--- src/rtl/slt_pkg.sv ---
// Shared encodings and helpers for the sequential set-on-compare unit.
package slt_pkg;

    typedef enum logic [2:0] {
        OP_SLT  = 3'b000,
        OP_SLTU = 3'b001,
        OP_SEQ  = 3'b010,
        OP_SNE  = 3'b011,
        OP_SGE  = 3'b100,
        OP_SGEU = 3'b101
    } op_t;

    typedef enum logic [1:0] {
        S_IDLE = 2'd0,
        S_CMP  = 2'd1,
        S_DONE = 2'd2
    } state_t;

    function automatic logic is_signed(input logic [2:0] op);
        return (op == OP_SLT) || (op == OP_SGE);
    endfunction

    function automatic logic set_bit(input logic [2:0] op, input logic lt, input logic eq);
        logic r;
        r = 1'b0;
        case (op)
            OP_SLT, OP_SLTU: r = lt;
            OP_SEQ:          r = eq;
            OP_SNE:          r = ~eq;
            OP_SGE, OP_SGEU: r = ~lt;
            default:         r = 1'b0;
        endcase
        return r;
    endfunction

endpackage

--- src/rtl/slice_compare.sv ---
// Unsigned less-than / equality of one SLICE-bit chunk.
module slice_compare #(
    parameter int SLICE = 8
) (
    input  logic [SLICE-1:0] x,
    input  logic [SLICE-1:0] y,
    output logic             lt,
    output logic             eq
);

    assign lt = (x < y);
    assign eq = (x == y);

endmodule

--- src/rtl/slt_seq_compare.sv ---
// Multi-cycle set-on-compare: MSB-first slice compare with early exit,
// valid/ready on input and output.
module slt_seq_compare
    import slt_pkg::*;
#(
    parameter int WIDTH = 32,
    parameter int SLICE = 8
) (
    input  logic             clk,
    input  logic             reset,
    input  logic             in_valid,
    output logic             in_ready,
    input  logic [WIDTH-1:0] a,
    input  logic [WIDTH-1:0] b,
    input  logic [2:0]       op,
    output logic             out_valid,
    input  logic             out_ready,
    output logic [WIDTH-1:0] result,
    output logic             lt,
    output logic             eq,
    output logic             illegal
);

    localparam int NSLICE = WIDTH / SLICE;
    localparam int IDXW   = (NSLICE > 1) ? $clog2(NSLICE) : 1;
    localparam logic [IDXW-1:0]  IDX_TOP  = IDXW'(NSLICE - 1);
    localparam logic [WIDTH-1:0] MSB_MASK = WIDTH'(1) << (WIDTH - 1);

    state_t            state, state_d;
    logic [WIDTH-1:0]  a_q, b_q;
    logic [2:0]        op_q;
    logic [IDXW-1:0]   idx;
    logic [SLICE-1:0]  sx, sy;
    logic              s_lt, s_eq;
    logic              accept, finish;

    assign sx = a_q[idx*SLICE +: SLICE];
    assign sy = b_q[idx*SLICE +: SLICE];

    slice_compare #(.SLICE(SLICE)) u_cmp (
        .x  (sx),
        .y  (sy),
        .lt (s_lt),
        .eq (s_eq)
    );

    assign in_ready = (state == S_IDLE) && !reset;

    always_comb begin
        state_d = state;
        accept  = 1'b0;
        finish  = 1'b0;
        case (state)
            S_IDLE: if (in_valid) begin
                accept  = 1'b1;
                state_d = S_CMP;
            end
            S_CMP: if (!s_eq || idx == '0) begin
                finish  = 1'b1;
                state_d = S_DONE;
            end
            S_DONE: if (out_ready) state_d = S_IDLE;
            default: state_d = S_IDLE;
        endcase
        if (reset) begin
            state_d = S_IDLE;
            accept  = 1'b0;
            finish  = 1'b0;
        end
    end

    always_ff @(posedge clk) begin
        if (reset) state <= S_IDLE;
        else       state <= state_d;
    end

    // Flipping the sign bit maps two's complement order onto unsigned order.
    always_ff @(posedge clk) begin
        if (accept) begin
            a_q  <= is_signed(op) ? (a ^ MSB_MASK) : a;
            b_q  <= is_signed(op) ? (b ^ MSB_MASK) : b;
            op_q <= op;
        end
    end

    always_ff @(posedge clk) begin
        if (reset) begin
            out_valid <= 1'b0;
            result    <= '0;
            lt        <= 1'b0;
            eq        <= 1'b0;
            illegal   <= 1'b0;
            idx       <= '0;
        end else begin
            if (accept) begin
                idx     <= IDX_TOP;
                illegal <= (op[2:1] == 2'b11);
            end
            if (state == S_CMP && !finish) idx <= idx - 1'b1;
            if (finish) begin
                lt        <= s_lt;
                eq        <= s_eq;
                result    <= WIDTH'(set_bit(op_q, s_lt, s_eq) & ~illegal);
                out_valid <= 1'b1;
            end
            if (state == S_DONE && out_ready) out_valid <= 1'b0;
        end
    end

endmodule

--- config.mk ---
export PLATFORM = sky130hd
export DESIGN_NAME = slt_seq_compare
export DESIGN_NICKNAME = d
export VERILOG_FILES = /design/src/rtl/slt_pkg.sv /design/src/rtl/slice_compare.sv /design/src/rtl/slt_seq_compare.sv
export SDC_FILE = /design/constraint.sdc
export NUM_CORES = 1
export LEC_CHECK = 0
export BUFFER_PORTS_ARGS = -buffer_cell sky130_fd_sc_hd__buf_4
export CAP_MARGIN = 10
export CORE_ASPECT_RATIO = 0.5
export CORE_UTILIZATION = 40
export CTS_CLUSTER_SIZE = 20
export DETAILED_ROUTE_END_ITERATION = 16
export PLACE_DENSITY = 0.65
export SLEW_MARGIN = 5
export SYNTH_ARGS = -nofsm -noshare
export SYNTH_HDL_FRONTEND = slang
export SYNTH_SLANG_ARGS = --single-unit
--- constraint.sdc ---
create_clock -name clk -period 4.9 [get_ports clk]
set_input_delay 0.245 -clock clk [delete_from_list [all_inputs] [get_ports clk]]
set_output_delay 0.245 -clock clk [all_outputs]
set_load 0.02 [all_outputs]
* Word level (Yosys, flattened, before mapping) *
Cells that the tools add are included.

cells by class
  mux-type cells = 17
  shift-type cells = 2
  add/sub/neg operators = 1
  eq/ne operators = 13
  order comparisons = 1
  reduce and logical (&&, ||, !) cells = 17
  bitwise logic cells = 6

operators by type and width
  operator              number
  $mux W32              2
  $shiftx A32 B6 Y8     2
  $and A1 B32 Y32       1
  $not A1 Y32           1
  $mux W2               5
  $eq A3 B3 Y1 const B  3
  $eq A8 B8 Y1          1
  $lt A8 B8 Y1          1
  $mux W1               8
  $eq A3 B2 Y1 const B  2
  $logic_not A3 Y1      2
  $ne A2 B2 Y1 const B  3
  $pmux W2 S3           1
  $reduce_or A2 Y1      3
  $eq A2 B2 Y1 const B  2
  $logic_not A2 Y1      2
  $not A1 Y1            4
  $pmux W1 S4           1
  $eq A3 B1 Y1 const B  1
  $logic_and A1 B1 Y1   3
  $logic_not A1 Y1      3
  $reduce_and A3 Y1     1
  $eq A2 B1 Y1 const B  1
  $logic_or A1 B1 Y1    2
  2 further kinds       2

storage, ports and cells
  bits of input ports = 71
  output and inout bits = 37
  bits in registers = 107

* Logic depth before layout (Yosys ltp) *
  depth in word-level cells = 10
  gate-level depth with buffers = 9
  depth with buffers taken out = 8

* Hierarchy *
Synthesis repeated with hierarchy kept, for this count alone.

unflattened totals
  cell total of the unflattened synthesis = 199
  area total of the unflattened synthesis = 3326.9 µm²

by module, submodules not included
  module           cells each  area each (µm²)  times used  seq. area each (µm²)
  slt_seq_compare  172         3124.2           1           2192.1
  slice_compare    27          202.7            1           0.0

* Worst setup path before layout *
Ideal clock, no wire load.

  path type = register -> register
  start = register state[0]
  end = register idx[0]
  arrival time = 2.790 ns
  setup time = 0.081 ns
  period minus slack after synthesis = 2.871 ns
  setup slack = 2.029 ns
  stages on the path, launching flop included = 6
  path through = dfxtp_1 nor3_1 nand2_1 inv_1 nor3_1 a211oi_2

between the ends
  elaborated cells between the ends (all ways) = 10

RTL lines
  what                                 line                   source
  start: declaration                   slt_seq_compare.sv:29  state_t state, state_d;
  start signal: assignment             slt_seq_compare.sv:74  else state <= state_d;
  $logic_not A2 Y1                     slt_seq_compare.sv:53  case (state)
  $mux W1                              slt_seq_compare.sv:53
  $mux W1                              slt_seq_compare.sv:65  if (reset) begin
  net accept                           slt_seq_compare.sv:35  logic accept, finish;
  $reduce_bool A2 Y1 (no source line)  n/a
  end signal: assignment               slt_seq_compare.sv:99  if (state == S_CMP && !finish) idx <= idx - 1'b1;
  end: declaration                     slt_seq_compare.sv:32  logic [IDXW-1:0] idx;

The timed path passes the listed nets, and every way through them passes these cells.
A chain may end at the register's enable or synchronous reset.

* Worst setup path after layout *
  start = register idx[0]
  end = register idx[1]

between the ends
  cells in the longest elaborated chain, start to end = 10
  elaborated cells between the ends (all ways) = 14

RTL lines
  what                                           line                                          source
  $shiftx A32 B6 Y8, on equally long branches    slt_seq_compare.sv:37, slt_seq_compare.sv:38
  $eq A8 B8 Y1                                   slice_compare.sv:12                           assign eq = (x == y);
  $logic_not A1 Y1                               slt_seq_compare.sv:58                         S_CMP: if (!s_eq || idx == '0) begin
  $logic_or A1 B1 Y1                             slt_seq_compare.sv:58
  $mux W1                                        slt_seq_compare.sv:58
  $mux W1                                        slt_seq_compare.sv:53
  $mux W1                                        slt_seq_compare.sv:65
  $logic_not A1 Y1                               slt_seq_compare.sv:99
  $logic_and A1 B1 Y1                            slt_seq_compare.sv:99
  $mux W2 or $reduce_bool A2 Y1 (tied branches)  n/a

Parallel ways exist; a longest one is shown, timed or not.

==> key figures <==
Synthesis
  • Post-Syn Area: around 0.0033 sq mm
  • Synth async-reset ratio: 0
  • Post-synth top cells: edfxtp_1, buf_4, mux4_2
  • FF+latch count, synth: 76
  • Post-synth top area cell: edfxtp_1
  • Seq/Total Area, Yosys: 0.663
  • Top-area cell type share of the netlist area: 0.608
  • Post-synthesis instance total: just under 200
  • Primary FF master, synth: edfxtp_1
  • Yosys cell types: 38
  • Mapped Avg Cell Area: around 17 sq um
  • Most frequent cell after synthesis: edfxtp_1
  • Post-synth EDFFs: 67
  • Largest cells by area after synthesis: edfxtp_1, mux4_2, buf_4
  • Yosys warnings: 0

Placed design
  • HPWL Detailed: slightly below 4 mm
  • Placement Setup Slack: 1840 ps
  • PortBufs: 76
  • Global placer's final weighted congestion: 0.672
  • Dpl cells: about 380
  • Area after DPL: 0.00387 sq mm

Floorplanning
  • Ports: 108
  • Total core area: 0.00800 sq mm
  • Num rows: 23
  • Die ar.: 0.00866 sq mm
  • DIE HEIGHT: 66.3 microns
  • Initial Util: 0.414
  • Die width: roughly 130 microns

Routing
  • Pre-Repair DR Iteration Count: 5
  • Vias post-DR: between 1500 and 2000
  • DRC violations left: 0
  • Vias per std cell: 4.43
  • 1st-iter DRT viols: 96
  • Antenna violation net count after detailed routing: 0
  • Overall routed net length: 5.44 mm
  • Routed len/inst: roughly 14 microns

Setup path
  • Crit path DAT: 3250 ps
  • CP Capture Type: flop
  • CP max FO: 11
  • Cell chain of the critical path: buf_4, mux4_2, ha_1, nand4_1, or3_4, nor2_4, nor3_1, a211oi_2
  • Delay-heaviest family, CP: simple AND/OR/NAND/NOR gates
  • Setup CP Type: flop to flop
  • FF-to-FF setup slack: approximately 1900 ps
  • WP depth: 8
  • Critical path's largest stage delay: 670 ps
  • RR Endpoint: idx[1]$_SDFFE_PP0P_
  • Required @ worst endpoint: 5150 ps
  • Worst setup SP type: flop
  • Reg-to-Reg Start: idx[0]$_SDFFE_PP0P_
  • Setup crit end: idx[1]$_SDFFE_PP0P_
  • R2R cell count: 8
  • Max stage delay cell, worst path: dfxtp_1
  • Origin of the worst setup path: idx[0]$_SDFFE_PP0P_
  • Crit path buf inv count: 1

STA
  • Final period util: 0.612
  • Setup TNS: 0 ps
  • Headroom to the max-slew limit: 0.432
  • Fmax: 334 MHz
  • Final Setup Violations: 0
  • Final worst slack: approximately 1900 ps
  • Clock Skews: 6.54 ps
  • Hold slack final: 83.5 ps
  • Slew @ Worst Pin: around 850 ps
  • RSZ-0062 raised after global routing: false
  • Hold Vio Cnt, Final: 0
  • Tmin final: 3000 ps
  • Final Max Slew Viols: 0

Pwr
  • Design Power: 1.57 mW
  • Max VDD drop: 0.177 mV
  • Leak Pwr: 1.64 nW
  • Pwr/cell area: 376 mW/mm^2

Flow run
  • Max_cap viols: 0

Clocking
  • Cts repair resizes: 0
  • Clk sinks: 76
  • Post-CTS Repair Setup Buffers: 0
  • Clk root buf: clkbuf_16
  • CTS buffer count: 9
  • CTS H-tree depth: 3
  • CTS tree: done
  • Clock Path Buffers: 2
  • Reg clk slew, reported paths: 60 ps
  • Worst-Skew Late Latency: 330 ps
  • Hold buffers post-CTS: 0

GRT
  • Pin count of the biggest net entering global routing: 71
  • First-pass GRT wire length: 8.45 mm
  • Total congestion overflow: 0
  • Antenna violations before repair: 0
  • Tot GR Track Use: 0.138
  • Vias in the first global route: 1748

Run status
  • Run status: finished clean

Cells and area
  • Fin nets: 360
  • Antenna Cells: 0
  • Share of cells above drive strength 1: 0.407
  • Final core area utilization: 0.521
  • Fin cells: 397
  • Final instance area: 0.00417 sq mm
  • Layout area overhead: 26.0%

Hold path
  • Hold WC Path Type: primary input to flop
## placed cells by master, fill, tap and decap left out, drive strengths merged, types with 2 or more instances in the layout
cell    Yosys  final
a211oi      2      2
a21oi       8      8
buf        35     78
clkbuf      1     10
clkinv      0      3
conb        1     31
dfxtp       9      9
edfxtp     67     67
ha          9      9
inv        13     14
mux4       16     16
nand2       5      5
nand2b      2      2
nand4       2      2
nor2        4      4
nor3        3      3
o21ai       2      2
or3         2      2
xor2        2      2
## how the worst min path moves through the flow
stage | from | to | slack [ps] | cells past startpoint
floorplan | a[0] | a_q[0]$_DFFE_PP_ | 340 | 0
global placement | b[14] | b_q[14]$_DFFE_PP_ | 420 | 1
detailed placement | b[6] | b_q[6]$_DFFE_PP_ | 420 | 1
CTS | a[28] | a_q[28]$_DFFE_PP_ | 70 | 1
global route | b[23] | b_q[23]$_DFFE_PP_ | 70 | 1
finish | a[12] | a_q[12]$_DFFE_PP_ | 80 | 1
## area by class of cell
| cell class | instances | area (sq um) |
|---|---|---|
| clock buffer | 10 | 229 |
| clock inverter | 6 | 63.8 |
| fill | 693 | 3830 |
| inverter | 13 | 48.8 |
| multi-input combinational | 102 | 908 |
| sequential | 76 | 2190 |
| tap | 112 | 140 |
| timing repair buffer | 78 | 586 |
## metal layers
layer  global-route usage  part of all wire  wire [microns]  vias up
met5                    0                 0               0        -
met4               0.0603             0.012              63        0
met3               0.0574             0.064             348        7
met2                0.210              0.47            2530       71
met1                0.172              0.46            2500      835
li1                     -                 -               -      846
## flip-flops by register name, indices dropped and copies added, names as in the netlist
register and count:
illegal 1, idx 2, a_q 32, eq 1, state 2, result 1
b_q 32, lt 1, op_q 3, out_valid 1
## kinds of logic after synthesis
logic type,synth area share
AO/OA/AOI/OAI,0.0359
XOR/XNOR,0.00794
buffers and inverters,0.0968
flip-flops,0.663
adder cells (fa/ha/maj),0.0340
other,0.00113
multiplexers,0.112
AND/OR/NAND/NOR,0.0496
## power by group
group          switching [mW]  leakage, nW  internal [mW]
combinational          0.0851        0.809         0.0847
sequential             0.0147        0.695          0.741
clock                   0.248        0.140          0.394
No activity file was read; power rests on OpenSTA's default activity.
